**config.mk**
```make
export PLATFORM = sky130hd
export DESIGN_NAME = vip_frame_arbiter
export DESIGN_NICKNAME = d
export VERILOG_FILES = /design/src/rtl/vip_pkg.sv /design/src/rtl/vip_sof_detect.sv /design/src/rtl/vip_frame_arbiter.sv
export SDC_FILE = /design/constraint.sdc
export NUM_CORES = 1
export LEC_CHECK = 0
export ABC_CLOCK_PERIOD_IN_PS = 3400
export BUFFER_PORTS_ARGS = -buffer_cell sky130_fd_sc_hd__buf_2
export CORE_MARGIN = 2
export CORE_UTILIZATION = 48
export CTS_BUF_LIST = sky130_fd_sc_hd__clkbuf_8
export CTS_CLUSTER_SIZE = 10
export DETAILED_ROUTE_END_ITERATION = 8
export GPL_TIMING_DRIVEN = 0
export HOLD_SLACK_MARGIN = 0.02
export PLACE_DENSITY = 0.81
export SETUP_SLACK_MARGIN = 0.02
export SLEW_MARGIN = 5
export SYNTH_ARGS = -nofsm -noshare
export SYNTH_HDL_FRONTEND = slang
export SYNTH_SLANG_ARGS = --single-unit
export TNS_END_PERCENT = 1
```
**constraint.sdc**
```tcl
create_clock -name clk -period 3.4 [get_ports clk]
set_input_delay 0.17 -clock clk [delete_from_list [all_inputs] [get_ports clk]]
set_output_delay 0.17 -clock clk [all_outputs]
set_load 0.005 [all_outputs]
```
**src/rtl/vip_pkg.sv**
```systemverilog
// Shared definitions for the dual-camera frame arbiter: FSM encoding,
// pixel width, the default slot length and the slot-length resolver.
package vip_pkg;

  typedef enum logic [1:0] {
    ST_IDLE     = 2'd0,
    ST_WAIT_SOF = 2'd1,
    ST_PASS     = 2'd2
  } vip_state_e;

  localparam int PIX_W = 16;

  // Frames granted per camera when slot_frames is programmed to 0.
  localparam int unsigned SLOT_DEFAULT = 1;

  // A programmed slot length of 0 means "use the default".
  function automatic logic [3:0] eff_slot(input logic [3:0] slot,
                                          input logic [3:0] dflt);
    return (slot == 4'd0) ? dflt : slot;
  endfunction

endpackage

```
**src/rtl/vip_sof_detect.sv**
```systemverilog
// Start-of-frame detector for one camera: flags the cycle where vsync
// rises relative to its registered previous value.
module vip_sof_detect (
  input  logic i_clk,
  input  logic i_rst,
  input  logic i_vsync,
  output logic o_sof
);

  logic r_vsync_d;

  // Previous-cycle vsync; cleared on reset so no edge is remembered.
  always_ff @(posedge i_clk) begin
    if (i_rst) r_vsync_d <= 1'b0;
    else       r_vsync_d <= i_vsync;
  end

  assign o_sof = i_vsync & ~r_vsync_d;

endmodule

```
**src/rtl/vip_frame_arbiter.sv**
```systemverilog
// Dual-camera frame arbiter. Forwards whole frames from one camera at a
// time to the vip pipeline, switching cameras only at a frame boundary
// so the downstream never sees a truncated frame or a partial vsync.
//
// Handshake: there is no valid/ready back-pressure. The camera streams
// are free-running; a frame is "accepted" when the arbiter observes the
// target camera's vsync rising edge while it is allowed to forward, and
// busy marks every cycle whose pre_* outputs carry forwarded data.
module vip_frame_arbiter
  import vip_pkg::*;
#(
  parameter int unsigned SLOT_DEFAULT = vip_pkg::SLOT_DEFAULT
) (
  input  logic             clk,
  input  logic             rst,
  input  logic             cam0_vsync,
  input  logic             cam0_href,
  input  logic             cam0_de,
  input  logic [PIX_W-1:0] cam0_rgb,
  input  logic             cam1_vsync,
  input  logic             cam1_href,
  input  logic             cam1_de,
  input  logic [PIX_W-1:0] cam1_rgb,
  input  logic [1:0]       cam_en,
  input  logic [3:0]       slot_frames,
  output logic             pre_frame_vsync,
  output logic             pre_frame_href,
  output logic             pre_frame_de,
  output logic [PIX_W-1:0] pre_rgb,
  output logic             cur_cam,
  output logic             sof_pulse,
  output logic             busy,
  output vip_state_e       dbg_state
);

  vip_state_e       r_state;
  logic             r_tgt;
  logic [3:0]       r_fcnt;
  logic             r_vsync;
  logic             r_href;
  logic             r_de;
  logic [PIX_W-1:0] r_rgb;
  logic             r_cur_cam;
  logic             r_sof;
  logic             r_busy;

  logic             w_sof0;
  logic             w_sof1;
  logic             w_sof_tgt;
  logic             w_en_tgt;
  logic             w_en_other;
  logic [3:0]       w_slot_n;
  logic [4:0]       w_fcnt_inc;
  logic             w_fcnt_lt;
  logic [3:0]       w_fcnt_sat;
  logic             w_keep;
  logic             w_sel_vsync;
  logic             w_sel_href;
  logic             w_sel_de;
  logic [PIX_W-1:0] w_sel_rgb;

  vip_sof_detect u_sof0 (
    .i_clk   (clk),
    .i_rst   (rst),
    .i_vsync (cam0_vsync),
    .o_sof   (w_sof0)
  );

  vip_sof_detect u_sof1 (
    .i_clk   (clk),
    .i_rst   (rst),
    .i_vsync (cam1_vsync),
    .o_sof   (w_sof1)
  );

  // Stream of the targeted camera; the other camera is never looked at.
  assign w_sel_vsync = r_tgt ? cam1_vsync : cam0_vsync;
  assign w_sel_href  = r_tgt ? cam1_href  : cam0_href;
  assign w_sel_de    = r_tgt ? cam1_de    : cam0_de;
  assign w_sel_rgb   = r_tgt ? cam1_rgb   : cam0_rgb;
  assign w_sof_tgt   = r_tgt ? w_sof1     : w_sof0;

  assign w_en_tgt    = cam_en[r_tgt];
  assign w_en_other  = cam_en[~r_tgt];

  // Slot length is resolved fresh at every SOF decision.
  assign w_slot_n    = eff_slot(slot_frames, 4'(SLOT_DEFAULT));
  assign w_fcnt_inc  = {1'b0, r_fcnt} + 5'd1;
  assign w_fcnt_lt   = w_fcnt_inc < {1'b0, w_slot_n};
  assign w_fcnt_sat  = (r_fcnt == 4'hF) ? 4'hF : w_fcnt_inc[3:0];
  assign w_keep      = w_en_tgt && (w_fcnt_lt || !w_en_other);

  // Arbitration FSM with registered outputs; data lands one cycle after input.
  always_ff @(posedge clk) begin
    if (rst) begin
      r_state   <= ST_IDLE;
      r_tgt     <= 1'b0;
      r_fcnt    <= 4'd0;
      r_vsync   <= 1'b0;
      r_href    <= 1'b0;
      r_de      <= 1'b0;
      r_rgb     <= '0;
      r_cur_cam <= 1'b0;
      r_sof     <= 1'b0;
      r_busy    <= 1'b0;
    end else begin
      r_vsync <= 1'b0;
      r_href  <= 1'b0;
      r_de    <= 1'b0;
      r_rgb   <= '0;
      r_sof   <= 1'b0;
      r_busy  <= 1'b0;
      case (r_state)
        ST_IDLE: begin
          if (cam_en != 2'b00) begin
            r_tgt   <= ~cam_en[0];
            r_state <= ST_WAIT_SOF;
          end
        end
        ST_WAIT_SOF: begin
          if (!w_en_tgt) begin
            r_state <= ST_IDLE;
          end else if (w_sof_tgt) begin
            r_state   <= ST_PASS;
            r_fcnt    <= 4'd0;
            r_vsync   <= w_sel_vsync;
            r_href    <= w_sel_href;
            r_de      <= w_sel_de;
            r_rgb     <= w_sel_rgb;
            r_sof     <= 1'b1;
            r_cur_cam <= r_tgt;
            r_busy    <= 1'b1;
          end
        end
        ST_PASS: begin
          if (!w_sof_tgt || w_keep) begin
            r_vsync <= w_sel_vsync;
            r_href  <= w_sel_href;
            r_de    <= w_sel_de;
            r_rgb   <= w_sel_rgb;
            r_busy  <= 1'b1;
            if (w_sof_tgt) begin
              r_sof  <= 1'b1;
              r_fcnt <= w_fcnt_sat;
            end
          end else if (w_en_other) begin
            r_tgt   <= ~r_tgt;
            r_state <= ST_WAIT_SOF;
          end else begin
            r_state <= ST_IDLE;
          end
        end
        default: r_state <= ST_IDLE;
      endcase
    end
  end

  assign pre_frame_vsync = r_vsync;
  assign pre_frame_href  = r_href;
  assign pre_frame_de    = r_de;
  assign pre_rgb         = r_rgb;
  assign cur_cam         = r_cur_cam;
  assign sof_pulse       = r_sof;
  assign busy            = r_busy;
  assign dbg_state       = r_state;

endmodule

```
== After elaboration in Yosys (flattened, before gate mapping) ==
Cells that the tools add are included.
Word-level totals
  register bits after elaboration: 31
  input bits: 46
  output and inout bits: 24
  logic and storage cells: 95
Cells by class
  add/sub/neg operators: 1
  $lt $le $gt $ge: 3
  equal/unequal tests: 11
  multiplexer cells: 48
  bitwise logic cells: 6
  reduce and logical (&&, ||, !) cells: 14
Operator list (number)
  $mux W16: 4
  $pmux W16 S2: 1
  $mux W1: 25
  $mux W4: 6
  $ne A2 B2 Y1 const B: 7
  $pmux W1 S2: 6
  $mux W2: 4
  $pmux W4 S2: 1
  $pmux W2 S3: 1
  $reduce_and A3 Y1: 2
  $reduce_bool A2 Y1: 3
  $add A4 B1 Y5 const B: 1
  $lt A5 B4 Y1: 1
  $reduce_and A5 Y1: 1
  $eq A4 B4 Y1 const B: 1
  $logic_not A4 Y1: 1
  $lt A1 B2 Y1 const B: 2
  $not A1 Y1: 4
  $reduce_and A4 Y1: 1
  $ne A3 B3 Y1 const B: 1
  $and A1 B1 Y1: 2
  $eq A2 B1 Y1 const B: 1
  $eq A2 B2 Y1 const B: 1
  $logic_not A1 Y1: 2
  3 further kinds: 4

== Longest topological paths before layout ==
  word-level depth: 9
  mapped depth: 9
  depth with buffers taken out: 8

== Modules after synthesis ==
Synthesis repeated with hierarchy kept, for this count alone.
Unflattened totals
  cells, all modules: 163
  area, all modules: 1621.6 um^2
Modules (own cells, without submodules)
  vip_frame_arbiter: instances 1, cells each 157, area an instance 1526.5 um^2, seq. area each 580.6 um^2
  vip_sof_detect: instances 2, cells each 3, area an instance 47.5 um^2, seq. area each 20.0 um^2

== Worst setup path after synthesis ==
Ideal clock, no wire load.
  path type: register to register
  start point: register r_fcnt[0]
  end point: register r_fcnt[0]
  library setup time: 87 ps
  arrival: 2279 ps
  required time: 3313 ps
  setup slack: 1034 ps
  cell stages (with the launch flop): 9
  path buffers: 0
  clock period less this slack: 2366 ps
  path through: dfxtp_1 ha_1 xor2_1 ha_1 a21o_1 a211o_1 o211a_1 or4_1 o31ai_1
Between the ends
  cells in the longest elaborated chain, start to end: 7
  elaborated cells on any way between the ends: 12
  those cells by class: add/sub: 1; order compare: 1; eq/ne: 2; mux: 4; reduce/logical: 4
Ends and longest elaborated chain
  from (decl): RTL line vip_frame_arbiter.sv:38  | logic [3:0] r_fcnt;
  from (signal assigned): RTL line vip_frame_arbiter.sv:144  | r_fcnt <= w_fcnt_sat;
  $add A4 B1 Y5: RTL line vip_frame_arbiter.sv:88  | assign w_fcnt_inc = {1'b0, r_fcnt} + 5'd1;
  $lt A5 B4 Y1: RTL line vip_frame_arbiter.sv:89  | assign w_fcnt_lt = w_fcnt_inc < {1'b0, w_slot_n};
  $logic_or A1 B1 Y1: RTL line vip_frame_arbiter.sv:91  | assign w_keep = w_en_tgt && (w_fcnt_lt || !w_en_other);
  $logic_and A1 B1 Y1: RTL line vip_frame_arbiter.sv:91
  $logic_or A1 B1 Y1: RTL line vip_frame_arbiter.sv:136  | if (!w_sof_tgt || w_keep) begin
  $ne A2 B2 Y1 (no line)
  $reduce_and A5 Y1 (no line)
Several ways; a longest one is shown, not always the timed one. The select of a mux whose other input is x is not followed.
A chain may end at the register's enable or synchronous reset.

== Final worst setup path ==
Same ends and word-level chain as after synthesis.

==> flow_summary.ini <==
[drt]
vias_per_cell = 5.297
drt_first_iter_violations = 34
drt_first_pass_iters = 4
routed-via-count = 1425
post_drt_wl_per_cell_um = 12.40
route.antenna.remaining_nets = 0
drc_errors = 0
detail_route.wirelength_mm = 3.335

[sta]
fin_setup_tns_ns = 0
layout_setup_ws_ns = 0.8449
clock.fmax_mhz = 391.4
setup_violations = 0
grt_setup_unrepaired = no
layout_worst_path_cycle_share_pct = 75.15
final_max_slew_viol_count = 0
final.min_clock_period_ns = 2.555
clock_skew_ns = 0.002462
max_slew.worst_pin.slew_ns = 0.6857
timing.max_slew.rel_slack_pct = 54.29
hold_viol = 0

[synthesis]
post_synthesis_average_cell_area_um2 = 9.337
synth_compound_gate_area_share_pct = 16.92
synthesis.instances = 160
synth_area_um2 = 1494
synth_top_family_by_area = compound AO/OA/AOI/OAI gates
postSynthNetCount = 214
ys_seq_area_share_pct = 41.54
synthMuxAreaShare_pct = 14.49
postSynthRegisterBits = 31
netlist-cell-type-count = 37
synthDominantAreaCellType = sky130_fd_sc_hd__dfxtp_1
yosys.area_share.xor_xnor_pct = 1.173
synth-adder-area-share_pct = 6.700
yosys_warnings = 0
synthSimpleGateAreaFrac_pct = 14.66
synth.top_cells.by_area = sky130_fd_sc_hd__dfxtp_1 (42%), sky130_fd_sc_hd__mux2i_1 (13%), sky130_fd_sc_hd__ha_1 (6.7%)
synth_top_area_share_pct = 41.54

[setup_path]
r2r-end = r_fcnt[0]
criticalPathCategory = reg -> reg
critical_path_arrival_ns = 2.75
setup.reg_to_reg.worst_slack_ns = 0.84
crit_fanout = 8
critical_path.reg2reg.startpoint = r_fcnt[0]
worst_setup_path_startpoint = r_fcnt[0]
timing.critical_path.required_ns = 3.60
worst_setup_start_kind = register
worst-r2r-cell-count = 8
critPathCaptureType = register

[cells_and_area]
num-nets-final = 290
area_growth_syn_to_layout_pct = 31.74
largest_register_ffs = 16
drive_above_1_share_pct = 35.59
antenna_cells_inserted = 0

[cts]
tritoncts = built
cts.repair.resized = 0
clock_insertion_delay_worst_skew_ns = 0.28
cts_max_level = 2
worst_setup_hold_path_clk_slew_ns = 0.06
cts.repair_timing.setup_buffer_count = 0
clock_sink_count = 31
total_cts_buffers = 5
ctsRootBufferMaster = sky130_fd_sc_hd__clkbuf_8
number_of_buffers_inserted_for_hold_repair_after_clock_tree_synthesis = 0
clock_path_buffers = 2

[floorplanning]
floorplan.initialDensity_pct = 49.75
coreArea_um2 = 3003
rows = 20
fp.dieW_um = 59.79
dieArea_um2 = 3575
ios = 70
die_height_um = 59.79

[hold_path]
hold_path.startpoint = cam1_vsync
whs_endpoint = u_sof1.r_vsync_d
whs_path_cells = 2
hold_class = in -> reg

[outcome]
status = finished, final reports clean

[place]
dpl_worst_slack_ns = 0.8525
placement.io_buffers = 69
place.gp.congestion = 0.7802
dpl.hpwl_mm = 2.604

[power_and_ir_drop]
power_per_cell_area_nw_per_um2 = 495.9
fin_total_pwr_mw = 0.9760
static-leakage-power_nw = 0.9691
max-vdd-ir-drop_uv = 435.9

[global_route]
global_route_usage_over_all_layers_pct = 19.70
number_of_antenna_violations_at_the_first_check_in_global_routing = 0
grt_max_degree = 11
grt_first_pass_wirelength_mm = 5.292
first_global_vias = 1314
grt_remaining_overflow = 0

[job]
drv.max_cap_violation_count = 0
-- worst max-delay path, stage by stage, from the launching register on --
cell and delay (ns):
sky130_fd_sc_hd__dfxtp_1 0.40, sky130_fd_sc_hd__ha_1 0.22, sky130_fd_sc_hd__xor2_1 0.18, sky130_fd_sc_hd__ha_1 0.26, sky130_fd_sc_hd__a21o_1 0.16, sky130_fd_sc_hd__a211o_1 0.33
sky130_fd_sc_hd__o211a_1 0.32, sky130_fd_sc_hd__or4_1 0.53, sky130_fd_sc_hd__o31ai_1 0.08
-- where the power goes --
group / total [mW] / internal (mW) / switching [mW]
clock: 0.288 / 0.158 / 0.129
combinational: 0.290 / 0.132 / 0.158
sequential: 0.399 / 0.387 / 0.0118
-- cell type report --
cell class | instances | area [um2]
fill | 275 | 1035
clock inverter | 1 | 5.005
sequential | 31 | 620.6
inverter | 10 | 37.54
timing repair buffer | 69 | 345.3
multi-input combinational | 112 | 805.8
clock buffer | 6 | 82.58
tap | 33 | 41.29
buffer | 7 | 30.03
-- worst max path at each step --
| stage | cells past startpoint | slack, ns | end |
|---|---|---|---|
| final | 8 | 0.84 | r_fcnt[0] |
| after detailed placement | 8 | 0.85 | r_fcnt[0] |
| after floorplan | 8 | 1.03 | r_fcnt[0] |
| after global placement | 8 | 0.90 | r_fcnt[0] |
| after CTS | 8 | 0.83 | r_fcnt[0] |
| after global routing | 8 | 0.72 | r_fcnt[0] |
-- cell usage in the layout, fill, tap and decap left out, types with 3 or more instances in the layout --
master	n
sky130_fd_sc_hd__buf_2	72
sky130_fd_sc_hd__dfxtp_1	31
sky130_fd_sc_hd__nor2_1	21
sky130_fd_sc_hd__mux2i_1	19
sky130_fd_sc_hd__inv_1	10
sky130_fd_sc_hd__nand2_1	9
sky130_fd_sc_hd__ha_1	8
sky130_fd_sc_hd__o21ai_0	6
sky130_fd_sc_hd__a21oi_1	6
sky130_fd_sc_hd__clkbuf_8	6
sky130_fd_sc_hd__a211o_1	4
sky130_fd_sc_hd__clkbuf_1	4
sky130_fd_sc_hd__nand3_1	3
sky130_fd_sc_hd__nand2b_1	3
sky130_fd_sc_hd__o31ai_1	3
-- Yosys cell counts --
cell type,n
sky130_fd_sc_hd__a211o_1,4
sky130_fd_sc_hd__a211oi_1,2
sky130_fd_sc_hd__a21o_1,1
sky130_fd_sc_hd__a21oi_1,6
sky130_fd_sc_hd__a21oi_2,1
sky130_fd_sc_hd__a22o_1,1
sky130_fd_sc_hd__a31o_2,2
sky130_fd_sc_hd__and3_1,1
sky130_fd_sc_hd__buf_2,3
sky130_fd_sc_hd__clkbuf_1,4
sky130_fd_sc_hd__dfxtp_1,31
sky130_fd_sc_hd__ha_1,8
sky130_fd_sc_hd__inv_1,10
sky130_fd_sc_hd__mux2_2,1
sky130_fd_sc_hd__mux2_4,1
sky130_fd_sc_hd__mux2i_1,19
sky130_fd_sc_hd__nand2_1,9
sky130_fd_sc_hd__nand2b_1,3
sky130_fd_sc_hd__nand3_1,3
sky130_fd_sc_hd__nor2_1,21
sky130_fd_sc_hd__nor2b_1,2
sky130_fd_sc_hd__nor3b_1,2
sky130_fd_sc_hd__nor4b_1,1
sky130_fd_sc_hd__nor4bb_1,1
sky130_fd_sc_hd__o211a_1,1
sky130_fd_sc_hd__o211ai_1,1
sky130_fd_sc_hd__o21ai_0,6
sky130_fd_sc_hd__o22a_1,2
sky130_fd_sc_hd__o22ai_1,1
sky130_fd_sc_hd__o311a_1,1
sky130_fd_sc_hd__o31a_1,1
sky130_fd_sc_hd__o31ai_1,3
sky130_fd_sc_hd__o41ai_1,2
sky130_fd_sc_hd__or3_1,2
sky130_fd_sc_hd__or4_1,1
sky130_fd_sc_hd__xnor2_1,1
sky130_fd_sc_hd__xor2_1,1
-- layer usage --
layer	GRT usage (%)	part of all wire, %
met1	21.76	41
met2	33.70	50
met3	7.359	7.0
met4	8.254	2.3
met5	0	0
-- cells by family after synthesis --
group           after synthesis
flops                        31
mux                          21
fa+ha+maj                     8
simple gates                 46
xor+xnor                      2
compound gates               35
buf+inv                      17
-- through the flow --
step	instance area [um2]	hold slack [ns]	instances	util (%)
2_1_floorplan	1494	0.2982	160	-
3_3_place_gp	1881	0.3987	262	62.63
3_5_place_dp	1881	0.4074	262	62.63
4_1_cts	1968	0.1145	269	65.54
5_1_grt	1968	0.1230	269	65.54
6_report	1968	0.1151	269	65.54
(Power assumes the default switching activity.)
